### src/rtl/key_action_decoder.sv
// -----------------------------------------------------------------------------
// key_action_decoder
//
// Turns the PS/2 key-event stream from `keyboard` into registered one-cycle
// action pulses for the game top. Movement keys keep a held state and, except
// for the two rotate keys, auto-repeat after DAS_CYCLES and then every
// ARR_CYCLES while held. Non-directional keys pulse once per make event,
// including PS/2 typematic repeats.
//
// Parameters
//   DAS_CYCLES  delay from the first pulse to the first auto-repeat (>= 2)
//   ARR_CYCLES  period between auto-repeat pulses (>= 2)
//
// Ports
//   clk        system clock
//   rst        asynchronous active-high reset
//   key_event  [10] valid strobe, [9] E0 prefix, [8] break, [7:0] scan code
//   w1..d1     player-1 rotate/left/down/right pulses
//   w2..d2     player-2 pulses (arrow keys)
//   pause, space, rst_req, boom1, boom2   one-shot pulses
//   held       live held state {d2,s2,a2,w2,d1,s1,a1,w1}
// -----------------------------------------------------------------------------
module key_action_decoder #(
  parameter int DAS_CYCLES = 20_000_000,
  parameter int ARR_CYCLES = 5_000_000
) (
  input  logic        clk,
  input  logic        rst,
  input  logic [10:0] key_event,
  output logic        w1,
  output logic        a1,
  output logic        s1,
  output logic        d1,
  output logic        w2,
  output logic        a2,
  output logic        s2,
  output logic        d2,
  output logic        pause,
  output logic        space,
  output logic        rst_req,
  output logic        boom1,
  output logic        boom2,
  output logic [7:0]  held
);

  localparam int MAX_CYCLES = (DAS_CYCLES > ARR_CYCLES) ? DAS_CYCLES : ARR_CYCLES;
  localparam int CNT_W      = $clog2(MAX_CYCLES);

  localparam logic [CNT_W-1:0] DAS_LAST = CNT_W'(DAS_CYCLES - 1);
  localparam logic [CNT_W-1:0] ARR_LAST = CNT_W'(ARR_CYCLES - 1);

  // Movement key index order matches `held`: {d2,s2,a2,w2,d1,s1,a1,w1}.
  // Rotate keys (bits 0 and 4) never leave IDLE, so they never repeat.
  localparam logic [7:0] REPEAT_MASK = 8'b1110_1110;

  typedef enum logic [1:0] {
    RS_IDLE,
    RS_DELAY,
    RS_REPEAT
  } rep_state_t;

  // One-shot index order: pause, space, rst_req, boom1, boom2.
  localparam int SHOT_N = 5;

  logic             ev_valid;
  logic             ev_e0;
  logic             ev_brk;
  logic [7:0]       ev_code;
  logic [7:0]       hit_move;
  logic [SHOT_N-1:0] hit_shot;

  rep_state_t       rstate [8];
  logic [CNT_W-1:0] cnt    [8];
  logic [7:0]       held_q;
  logic [7:0]       move_q;
  logic [SHOT_N-1:0] shot_q;

  assign ev_valid = key_event[10];
  assign ev_e0    = key_event[9];
  assign ev_brk   = key_event[8];
  assign ev_code  = key_event[7:0];

  // Scan-code decode. A code seen with the wrong E0 value decodes to nothing.
  // NOTE: every signal driven here gets a default first so no latch is inferred.
  always_comb begin
    hit_move = '0;
    hit_shot = '0;
    if (ev_valid) begin
      if (!ev_e0) begin
        case (ev_code)
          8'h1D:   hit_move[0] = 1'b1;
          8'h1C:   hit_move[1] = 1'b1;
          8'h1B:   hit_move[2] = 1'b1;
          8'h23:   hit_move[3] = 1'b1;
          8'h4D:   hit_shot[0] = 1'b1;
          8'h29:   hit_shot[1] = 1'b1;
          8'h2D:   hit_shot[2] = 1'b1;
          8'h16:   hit_shot[3] = 1'b1;
          8'h69:   hit_shot[4] = 1'b1;
          default: ;
        endcase
      end else begin
        case (ev_code)
          8'h75:   hit_move[4] = 1'b1;
          8'h6B:   hit_move[5] = 1'b1;
          8'h72:   hit_move[6] = 1'b1;
          8'h74:   hit_move[7] = 1'b1;
          default: ;
        endcase
      end
    end
  end

  // NOTE: the per-key FSM state and counters are few and small, so they are
  // reset like any other flop; nothing here is a RAM.
  always_ff @(posedge clk or posedge rst) begin
    if (rst) begin
      held_q <= '0;
      move_q <= '0;
      shot_q <= '0;
      for (int i = 0; i < 8; i++) begin
        rstate[i] <= RS_IDLE;
        cnt[i]    <= '0;
      end
    end else begin
      // NOTE: state is updated with non-blocking assignments so every key sees
      // the pre-edge values regardless of loop order.
      shot_q <= (ev_valid && !ev_brk) ? hit_shot : '0;

      for (int i = 0; i < 8; i++) begin
        move_q[i] <= 1'b0;
        if (hit_move[i] && ev_brk) begin
          // Release wins over any repeat due at this edge.
          held_q[i] <= 1'b0;
          rstate[i] <= RS_IDLE;
          cnt[i]    <= '0;
        end else if (hit_move[i] && !held_q[i]) begin
          held_q[i] <= 1'b1;
          move_q[i] <= 1'b1;
          rstate[i] <= REPEAT_MASK[i] ? RS_DELAY : RS_IDLE;
          cnt[i]    <= '0;
        end else begin
          // Typematic makes of a held key fall through here and do not
          // disturb the running DAS/ARR schedule.
          case (rstate[i])
            RS_DELAY: begin
              if (cnt[i] == DAS_LAST) begin
                move_q[i] <= 1'b1;
                rstate[i] <= RS_REPEAT;
                cnt[i]    <= '0;
              end else begin
                cnt[i] <= cnt[i] + 1'b1;
              end
            end
            RS_REPEAT: begin
              if (cnt[i] == ARR_LAST) begin
                move_q[i] <= 1'b1;
                cnt[i]    <= '0;
              end else begin
                cnt[i] <= cnt[i] + 1'b1;
              end
            end
            default: cnt[i] <= '0;
          endcase
        end
      end
    end
  end

  assign w1      = move_q[0];
  assign a1      = move_q[1];
  assign s1      = move_q[2];
  assign d1      = move_q[3];
  assign w2      = move_q[4];
  assign a2      = move_q[5];
  assign s2      = move_q[6];
  assign d2      = move_q[7];
  assign pause   = shot_q[0];
  assign space   = shot_q[1];
  assign rst_req = shot_q[2];
  assign boom1   = shot_q[3];
  assign boom2   = shot_q[4];
  assign held    = held_q;

endmodule
### config.mk
export PLATFORM = sky130hd
export DESIGN_NAME = key_action_decoder
export DESIGN_NICKNAME = d
export VERILOG_FILES = /design/src/rtl/key_action_decoder.sv
export SDC_FILE = /design/constraint.sdc
export NUM_CORES = 1
export LEC_CHECK = 0
export CAP_MARGIN = 20
export CORE_UTILIZATION = 50
export CTS_CLUSTER_SIZE = 20
export DETAILED_ROUTE_END_ITERATION = 7
export DONT_BUFFER_PORTS = 1
export GPL_TIMING_DRIVEN = 0
export PLACE_DENSITY = 0.74
export SLEW_MARGIN = 20
export SYNTH_ARGS = -nofsm -noshare
export SYNTH_HDL_FRONTEND = slang
export SYNTH_SLANG_ARGS = --single-unit
### constraint.sdc
create_clock -name clk -period 9.01 [get_ports clk]
set_input_delay 0 -clock clk [delete_from_list [all_inputs] [get_ports clk]]
set_output_delay 0 -clock clk [all_outputs]
set_load 0.05 [all_outputs]
==> flow_results.xml <==
<?xml version="1.0" encoding="UTF-8"?>
<metrics>
  <group name="timing">
    <metric name="report.final.setup_viol" unit="">0</metric>
    <metric name="max-slew-margin-rel" unit="">0.3332</metric>
    <metric name="slew_violations" unit="">0</metric>
    <metric name="max_freq" unit="MHz">371.7</metric>
    <metric name="hold_violations_final" unit="">0</metric>
    <metric name="unrepaired_setup_endpoints_after_global_routing" unit="">no</metric>
    <metric name="layout_min_cycle_time" unit="ns">2.691</metric>
    <metric name="final.setup.tns" unit="ns">0</metric>
    <metric name="worstMarginPinSlew" unit="ns">0.9911</metric>
    <metric name="min_period_over_period" unit="">0.2986</metric>
    <metric name="fin_skew" unit="ns">0.01060</metric>
  </group>
  <group name="critical_path">
    <metric name="critical_path.slowest_cell" unit="">sky130_fd_sc_hd__or4b_2</metric>
    <metric name="critical_path.max_fanout" unit="">10</metric>
    <metric name="worst-path-buf-inv" unit="">3</metric>
    <metric name="slowest_delay" unit="ns">0.72</metric>
    <metric name="cpLargestDelayFamily" unit="">buffers and inverters</metric>
    <metric name="critPathKind" unit="">in -&gt; reg</metric>
    <metric name="cp_data_arrival_time" unit="ns">3.10</metric>
    <metric name="start_kind" unit="">input port</metric>
    <metric name="critPathRequiredTime" unit="ns">9.42</metric>
    <metric name="crit_path_cell_trace" unit="">dlygate4sd3_1, or4b_2, dlygate4sd3_1, a2111oi_0, nor2_1, o21ai_2, buf_2, nor2_1</metric>
    <metric name="sort_of_element_at_the_end_of_the_critical_path" unit="">flip-flop</metric>
  </group>
  <group name="floorplan">
    <metric name="die-height" unit="um">156.7</metric>
    <metric name="pin_count" unit="">34</metric>
    <metric name="floorplan.initialDensity" unit="">0.5099</metric>
    <metric name="core_area" unit="um^2">23470</metric>
    <metric name="die_area" unit="um^2">24560</metric>
    <metric name="row_count" unit="">56</metric>
    <metric name="die-width" unit="um">156.7</metric>
  </group>
  <group name="cells_and_area">
    <metric name="antenna_cells_inserted" unit="">0</metric>
    <metric name="nNetsFinal" unit="">1335</metric>
    <metric name="final_cells" unit="">1640</metric>
    <metric name="layout-area-overhead-vs-synth" unit="%">13.41</metric>
    <metric name="post_route_cells_drive_above_1_share" unit="">0.08024</metric>
  </group>
  <group name="clock_tree">
    <metric name="post_cts.resized_instances" unit="">0</metric>
    <metric name="cts_root_buf" unit="">sky130_fd_sc_hd__clkbuf_16</metric>
    <metric name="ctsHtreeMaxLevel" unit="">1</metric>
    <metric name="ctsLongestPathBuffers" unit="">3</metric>
    <metric name="clock_sinks" unit="">235</metric>
    <metric name="worstSkewPairLatency" unit="ns">0.53</metric>
    <metric name="postCtsSetupRepairBufs" unit="">0</metric>
    <metric name="postCtsHoldBufs" unit="">26</metric>
    <metric name="clk_pin_slew_worst_paths" unit="ns">0.05</metric>
    <metric name="tritoncts_clock_tree" unit="">yes</metric>
    <metric name="number_of_cts_inserted_buffers" unit="">27</metric>
  </group>
  <group name="routing">
    <metric name="drt.antenna.violating_nets" unit="">0</metric>
    <metric name="detail_route.first_pass.iterations" unit="">7</metric>
    <metric name="vias" unit="">8982</metric>
    <metric name="detail_route.wirelength" unit="um">24950</metric>
    <metric name="wl_per_cell" unit="um">15.21</metric>
    <metric name="drc" unit="">0</metric>
    <metric name="avgViaCountPerCell" unit="">5.477</metric>
    <metric name="initialDrtViolationCount" unit="">594</metric>
  </group>
  <group name="logic_synthesis">
    <metric name="syn-num-nets" unit="">1278</metric>
    <metric name="ys_top_cells_by_area" unit="">sky130_fd_sc_hd__dfrtp_1, sky130_fd_sc_hd__nor2_1, sky130_fd_sc_hd__xor2_1, sky130_fd_sc_hd__xnor2_1, sky130_fd_sc_hd__nand4_1</metric>
    <metric name="ys_async_sr_fraction" unit="">1.000</metric>
    <metric name="synth_common_cells" unit="">sky130_fd_sc_hd__nor2_1, sky130_fd_sc_hd__dfrtp_1, sky130_fd_sc_hd__xor2_1, sky130_fd_sc_hd__nand3_1, sky130_fd_sc_hd__xnor2_1</metric>
    <metric name="area_share_of_the_largest_cell_type_after_synthesis" unit="">0.4913</metric>
    <metric name="netlist.top_cell.by_area" unit="">sky130_fd_sc_hd__dfrtp_1</metric>
    <metric name="syn_area" unit="um^2">11970</metric>
    <metric name="avg_synthesized_cell_area" unit="um^2">9.614</metric>
    <metric name="ys_seq_elements" unit="">235</metric>
    <metric name="yosysWarningCount" unit="">0</metric>
    <metric name="sequential_area_share_after_synthesis" unit="">0.4913</metric>
    <metric name="synth_most_common_cell" unit="">sky130_fd_sc_hd__nor2_1</metric>
    <metric name="ys.flop_type" unit="">sky130_fd_sc_hd__dfrtp_1</metric>
    <metric name="synth_cell_type_count" unit="">59</metric>
    <metric name="postSynthCellCount" unit="">1245</metric>
    <metric name="synth_edf_count" unit="">0</metric>
  </group>
  <group name="job">
    <metric name="max_cap_viols" unit="">0</metric>
  </group>
  <group name="grt">
    <metric name="global_route.overflow_total" unit="">0</metric>
    <metric name="grt_pass1_wl" unit="um">42330</metric>
    <metric name="initial_antenna_violation_count" unit="">0</metric>
    <metric name="track_usage" unit="">0.2114</metric>
    <metric name="grt_max_degree" unit="">106</metric>
    <metric name="first_global_vias" unit="">8597</metric>
  </group>
  <group name="pwr">
    <metric name="leakage" unit="nW">5.633</metric>
    <metric name="cellPowerDensity" unit="nW/um^2">177.5</metric>
    <metric name="ir_drop" unit="mV">0.1171</metric>
  </group>
  <group name="placed_design">
    <metric name="place.detailed.hpwl" unit="um">16990</metric>
    <metric name="portBuffers" unit="">0</metric>
    <metric name="numPlacedInstances" unit="">1566</metric>
    <metric name="place_congestion" unit="">0.8321</metric>
  </group>
  <group name="worst_hold_path">
    <metric name="hold_class" unit="">in -&gt; reg</metric>
  </group>
  <group name="status">
    <metric name="status" unit="">completed</metric>
  </group>
</metrics>
[tightest hold or removal path, delay by kind of cell]
kind / cells / cell delay (ns)
and+or+nand+nor: 2 / 0.33
AOI/OAI and AO/OA: 1 / 0.17
[layout by cell type (no fill, tap or decap), drive strengths merged, types with 7 or more instances in the layout]
master         n
nor4          30
inv           44
and4          18
and2           9
nand2         64
nand4         68
nand4b         8
clkbuf        49
or3b           7
dfrtp        235
or2            7
and3          29
xnor2         73
dlygate4sd3   25
xor2         111
buf           23
or4            7
or3            7
a21oi         24
nand3         74
nor2         269
ha            20
or4b          13
nor3          27
[power by group]
group / switching [mW] / internal [mW]
sequential: 0.0606 / 1.11
combinational: 0.113 / 0.0751
clock: 0.421 / 0.634
[cell type report]
type	count	area, um^2
clock buffers	39	790.8
fillers	1973	9898
clock inverters	9	77.57
plain buffers	30	181.4
well taps	319	399.1
inverters	44	172.7
flip-flops and latches	235	5881
repair buffers	28	325.3
multi-input cells	936	5747
[worst paths after layout]
| check | endpoint | slack (ns) | from | cells past startpoint |
|---|---|---|---|---|
| max | cnt[107]$_DFF_PP0_ | 6.32 | key_event[4] | 8 |
| min | move_q[3]$_DFF_PP0_ | 0.01 | key_event[5] | 3 |
| max reg2reg | rstate[2]$_DFFE_PP0P_ | 6.37 | cnt[44]$_DFF_PP0_ | 6 |
| min reg2reg | cnt[75]$_DFF_PP0_ | 0.45 | cnt[75]$_DFF_PP0_ | 1 |
| max in group asynchronous | cnt[45]$_DFF_PP0_ | 7.96 | rst | 4 |
| min in group asynchronous | cnt[90]$_DFF_PP0_ | 0.03 | rst | 3 |
[registers in the layout (all words and copies together), names as in the netlist]
| signal | flops |
|---|---|
| rstate | 14 |
| shot_q | 5 |
| held | 8 |
| move_q | 8 |
| cnt | 200 |
[stage by stage]
step	worst slack [ns]	hold slack (ns)	power [mW]	util	area [um^2]
final	6.319	0.01368	2.409	0.5783	13570
after global routing	6.156	0.04547	2.518	0.5783	13570
after CTS	6.336	0.003760	2.437	0.5781	13570
after detailed placement	6.455	-0.1648	1.363	0.5296	12430
after global placement	0.04919	0.09888	1.352	0.5269	12370
after floorplan	2.564	0.07101	1.313	-	11970
[layer usage]
metal,part of all wire,up-vias,global-route usage
met5,0,-,0
met4,0.017,0,0.05275
met3,0.050,30,0.04016
met2,0.48,163,0.3475
met1,0.45,4365,0.2866
li1,-,4424,-
[kinds of logic after synthesis]
| group | Yosys count | synth area share |
|---|---|---|
| xor gates and xnor gates | 184 | 0.1346 |
| buffers and inverters | 74 | 0.02896 |
| and+or+nand+nor | 668 | 0.2874 |
| muxes | 1 | 0.0008363 |
| adders and majority gates | 20 | 0.02091 |
| AOI/OAI and AO/OA | 63 | 0.03596 |
| DFF | 235 | 0.4913 |
Power figures use the tool's default switching activity.
